## src/rtl/tdm_demux.sv

```systemverilog
// tdm_demux: receive end of a time-division multiplexed link.
//
// Tracks the slot the sender used for each valid word, collects the words of
// one frame in a shadow buffer and presents the whole frame on y together
// with a one-cycle frame_valid strobe. Framing loss (early or missing
// start-of-frame) is flagged with a one-cycle sync_err pulse and recovered
// from automatically.
//
// Ports:
//   clk          rising-edge clock
//   reset        synchronous, active-high reset
//   din          multiplexed data word
//   din_valid    din is valid this cycle; the slot only advances when high
//   sof          start of frame, qualified by din_valid, marks the slot-0 word
//   y            demultiplexed frame, channel k at y[k*WIDTH +: WIDTH]
//   frame_valid  one-cycle pulse: y was loaded with a complete frame
//   sel          slot index expected for the next valid word
//   locked       framer is in the LOCKED state
//   sync_err     one-cycle pulse on a framing violation
//
// state  | meaning
// HUNT   | waiting for a valid sof word; other words are dropped silently
// LOCKED | tracking slots; y reloads each time the last slot arrives

module tdm_demux #(
    parameter int WIDTH = 1,
    parameter int NCH   = 2
) (
    input  logic                     clk,
    input  logic                     reset,
    input  logic [WIDTH-1:0]         din,
    input  logic                     din_valid,
    input  logic                     sof,
    output logic [NCH*WIDTH-1:0]     y,
    output logic                     frame_valid,
    output logic [$clog2(NCH)-1:0]   sel,
    output logic                     locked,
    output logic                     sync_err
);

    localparam int SW = $clog2(NCH);
    localparam logic [SW-1:0] SEL_ZERO = '0;
    localparam logic [SW-1:0] SEL_ONE  = SW'(1);
    localparam logic [SW-1:0] SEL_LAST = SW'(NCH - 1);

    localparam logic [0:0] HUNT   = 1'b0;
    localparam logic [0:0] LOCKED = 1'b1;

    logic [0:0] state;

    // Holds slots 0..NCH-2; the last slot goes straight from din into y so a
    // frame is published on the same edge that samples its final word.
    logic [(NCH-1)*WIDTH-1:0] shadow;

    always_ff @(posedge clk) begin
        if (reset) begin
            state       <= HUNT;
            sel         <= SEL_ZERO;
            shadow      <= '0;
            y           <= '0;
            frame_valid <= 1'b0;
            sync_err    <= 1'b0;
        end else begin
            frame_valid <= 1'b0;
            sync_err    <= 1'b0;
            if (din_valid) begin
                if (state == HUNT) begin
                    if (sof) begin
                        shadow[WIDTH-1:0] <= din;
                        sel               <= SEL_ONE;
                        state             <= LOCKED;
                    end
                end else if (sof && (sel != SEL_ZERO)) begin
                    // Early frame: drop the partial frame and restart at slot 0.
                    // The later slice assignment overrides the clear for slot 0.
                    sync_err          <= 1'b1;
                    shadow            <= '0;
                    shadow[WIDTH-1:0] <= din;
                    sel               <= SEL_ONE;
                end else if (!sof && (sel == SEL_ZERO)) begin
                    // Missing marker: lose lock, discard the word.
                    sync_err <= 1'b1;
                    sel      <= SEL_ZERO;
                    state    <= HUNT;
                end else if (sel != SEL_LAST) begin
                    for (int k = 0; k < NCH - 1; k++) begin
                        if (sel == SW'(k)) begin
                            shadow[k*WIDTH +: WIDTH] <= din;
                        end
                    end
                    sel <= sel + SEL_ONE;
                end else begin
                    y           <= {din, shadow};
                    frame_valid <= 1'b1;
                    sel         <= SEL_ZERO;
                end
            end
        end
    end

    assign locked = (state == LOCKED);

endmodule
```

## config.mk

```make
export PLATFORM = sky130hd
export DESIGN_NAME = tdm_demux
export DESIGN_NICKNAME = d
export VERILOG_FILES = /design/src/rtl/tdm_demux.sv
export SDC_FILE = /design/constraint.sdc
export NUM_CORES = 1
export LEC_CHECK = 0
export BUFFER_PORTS_ARGS = -buffer_cell sky130_fd_sc_hd__buf_2
export CORE_AREA = 2 2 39 41
export CTS_CLUSTER_DIAMETER = 50
export DETAILED_ROUTE_END_ITERATION = 7
export DIE_AREA = 0 0 41 43
export GPL_ROUTABILITY_DRIVEN = 0
export PLACE_DENSITY = 0.52
export SLEW_MARGIN = 20
export SYNTH_ARGS = -nofsm -noshare
export SYNTH_HDL_FRONTEND = slang
export SYNTH_SLANG_ARGS = --single-unit
```

## constraint.sdc

```tcl
create_clock -name clk -period 1.8 [get_ports clk]
set_input_delay 0.18 -clock clk [delete_from_list [all_inputs] [get_ports clk]]
set_output_delay 0.18 -clock clk [all_outputs]
set_load 0.01 [all_outputs]
```

==> out/qor.yml <==
run_status:
  outcome: "finished clean"
pwr:
  p_per_area_nw_per_um2: 826
  seq_power_share: 0.481
  p_leak_nw: 0.204
  p_sw_mw: 0.0820
  power.total_mw: 0.346
  vdd_drop_max_mv: 0.455
  p_clk_frac: 0.396
  netSwitchingFraction: 0.237
  internal_power_mw: 0.264
  p_comb_frac: 0.123
global_routing:
  grt_pass1_vias: 222
  grt_usage: 0.0764
  grt_max_degree: 9
  grt_pass1_wl_microns: 848
  grt_antenna_before_repair: 0
  gr-total-overflow: 0
route:
  drt_iter0_drc: 7
  vias_per_cell: 4.37
  routed_wl_microns: 558
  routedWlPerCell_microns: 8.86
  num_vias: 275
  drtPass1Iterations: 4
  postRouteAntennaNets: 0
  drc: 0
worst_setup_path:
  startpoint: "sel"
  crit_arrival_ns: 1.54
  cp_max_fo: 5
  cp-start-kind: "flop"
  critPathKind: "flop to flop"
  reg2reg_from: "sel"
  setup.worst_path.end_class: "flop"
  reg2reg_to: "shadow"
  r2r_slack_ns: 0.43
  r2r_cells: 5
  cp_data_required_time_ns: 1.97
min_path:
  holdPathStages: 3
  min_to: "y[1]"
  hp-class: "input port to flop"
  hp-start: "din"
sta:
  tightest_slew_ns: 0.229
  finClkSkew_ns: 0.00342
  setup_viol: 0
  fin_crit_ns: 1.37
  layout_worst_path_cycle_share: 0.761
  relSlewSlack: 0.845
  rsz0062_at_grt: "false"
  fmax_mhz: 730
  final.setup.tns_ns: 0
  hold_violations: 0
  maxSlewViolCount: 0
floorplan:
  dieHeight_microns: 43
  io_pins: 11
  initial_core_util: 0.233
  fp-row-count: 14
  dieWidth_microns: 41
  core-area_sq_um: 1380
  die_area_sq_um: 1760
job:
  maxCapViolCount: 0
finish:
  syn2layout_area_growth_pct: 29.8
  final_common_cell: "buf_2"
  fin_area_sq_um: 419
  drive_gt1_frac: 0.277
  final_nets: 57
  final_cell_mix: "buf_2 (10), dfxtp_1 (7), ha_1 (4)"
  n_fill_cell: 146
  n_antenna_cell: 0
clock_network:
  post_cts_buffers: 0
  clock-sinks: 7
  clk_pin_slew_ns: 0.05
  cts_buffer_depth: 2
  ctsHoldBuffers: 0
  htreeDepth: 1
  cts_tree: "done"
  root_buffer: "clkbuf_4"
  numCtsBuffers: 3
  clk_latency_ns: 0.25
  ctsResizeCount: 0
placement:
  dpl_cell_area_sq_um: 393
  hpwl_microns: 438
  io_buffers: 10
logic_synthesis:
  yosysUniqueCellTypes: 16
  synth_area_sq_um: 323
  yosys_warnings: 0
  syn_avg_cell_area_sq_um: 9.78
  ys_ff_latch: 7
  syn_inst: 33
  syn_nets: 42
  ys_seq_area_frac: 0.434
how the worst max path moves through the flow:
stage	end	slack, ns	depth (start not counted)
detailed placement	shadow	0.44	5
floorplan	shadow	0.47	5
global route	shadow	0.27	5
CTS	shadow	0.42	5
global placement	shadow	0.46	5
finish	shadow	0.43	5
sequential cells by signal, indices dropped and copies added (netlist names):
register     cells
locked           1
shadow           1
sync_err         1
sel              1
frame_valid      1
y                2
metrics by stage:
stage,std cells,util,setup slack (ns),hold slack [ns]
final,63,0.303,0.430,0.183
after CTS,63,0.303,0.419,0.176
after global placement,59,0.284,0.457,0.439
after detailed placement,59,0.284,0.439,0.437
after floorplan,33,-,0.468,0.252
after global routing,63,0.303,0.266,0.189
cell families (layout without fill, tap and decap cells):
group                    after synthesis  count (layout)  synth area share
flip-flops                             7               7             0.434
adder cells (fa/ha/maj)                4               4             0.155
buffers and inverters                  3              17            0.0349
AND/OR/NAND/NOR                       11              11             0.182
multiplexers                           3               3            0.0930
AO/OA/AOI/OAI                          5               5             0.101
synthesized netlist by cell type:
master    instances  area, sq um
a211oi_1          1         7.51
a21oi_1           1         5.00
a311oi_1          1         8.76
a31oi_1           1         6.26
dfxtp_1           7          140
ha_1              4         50.1
inv_1             3         11.3
mux2i_1           3         30.0
nand2_1           1         3.75
nand2b_1          2         12.5
nand4_1           1         6.26
nor2_1            3         11.3
nor3_1            2         10.0
nor4b_1           1         8.76
o21ai_1           1         5.00
or2_0             1         6.26
routing by layer:
| metal | part of all wire | track usage |
|---|---|---|
| met1 | 0.40 | 0.0742 |
| met4 | 0 | 0.0200 |
| met5 | 0 | 0 |
| met3 | 0.097 | 0.0785 |
| met2 | 0.50 | 0.109 |
critical path: stages (launching register included):
cell and delay [ns]:
dfxtp_1 0.37, inv_1 0.12, ha_1 0.21, or2_0 0.20
a31oi_1 0.20, mux2i_1 0.20
power groups by stage:
stage	combinational, mW	clock, mW	sequential (mW)
finish	0.0425	0.137	0.167
global placement	0.0431	0	0.169
floorplan	0.0225	0	0.171
CTS	0.0427	0.145	0.166
detailed placement	0.0424	0	0.169
global route	0.0481	0.150	0.167
cell type report:
type | instances | area (sq um) | area share
repair buffers | 10 | 50.0 | 0.119
flip-flops and latches | 7 | 140 | 0.334
well taps | 16 | 20.0 | 0.0478
inverters | 3 | 11.3 | 0.0269
clock buffers | 4 | 26.3 | 0.0627
multi-input cells | 23 | 171 | 0.409
(Power assumes the default switching activity.)
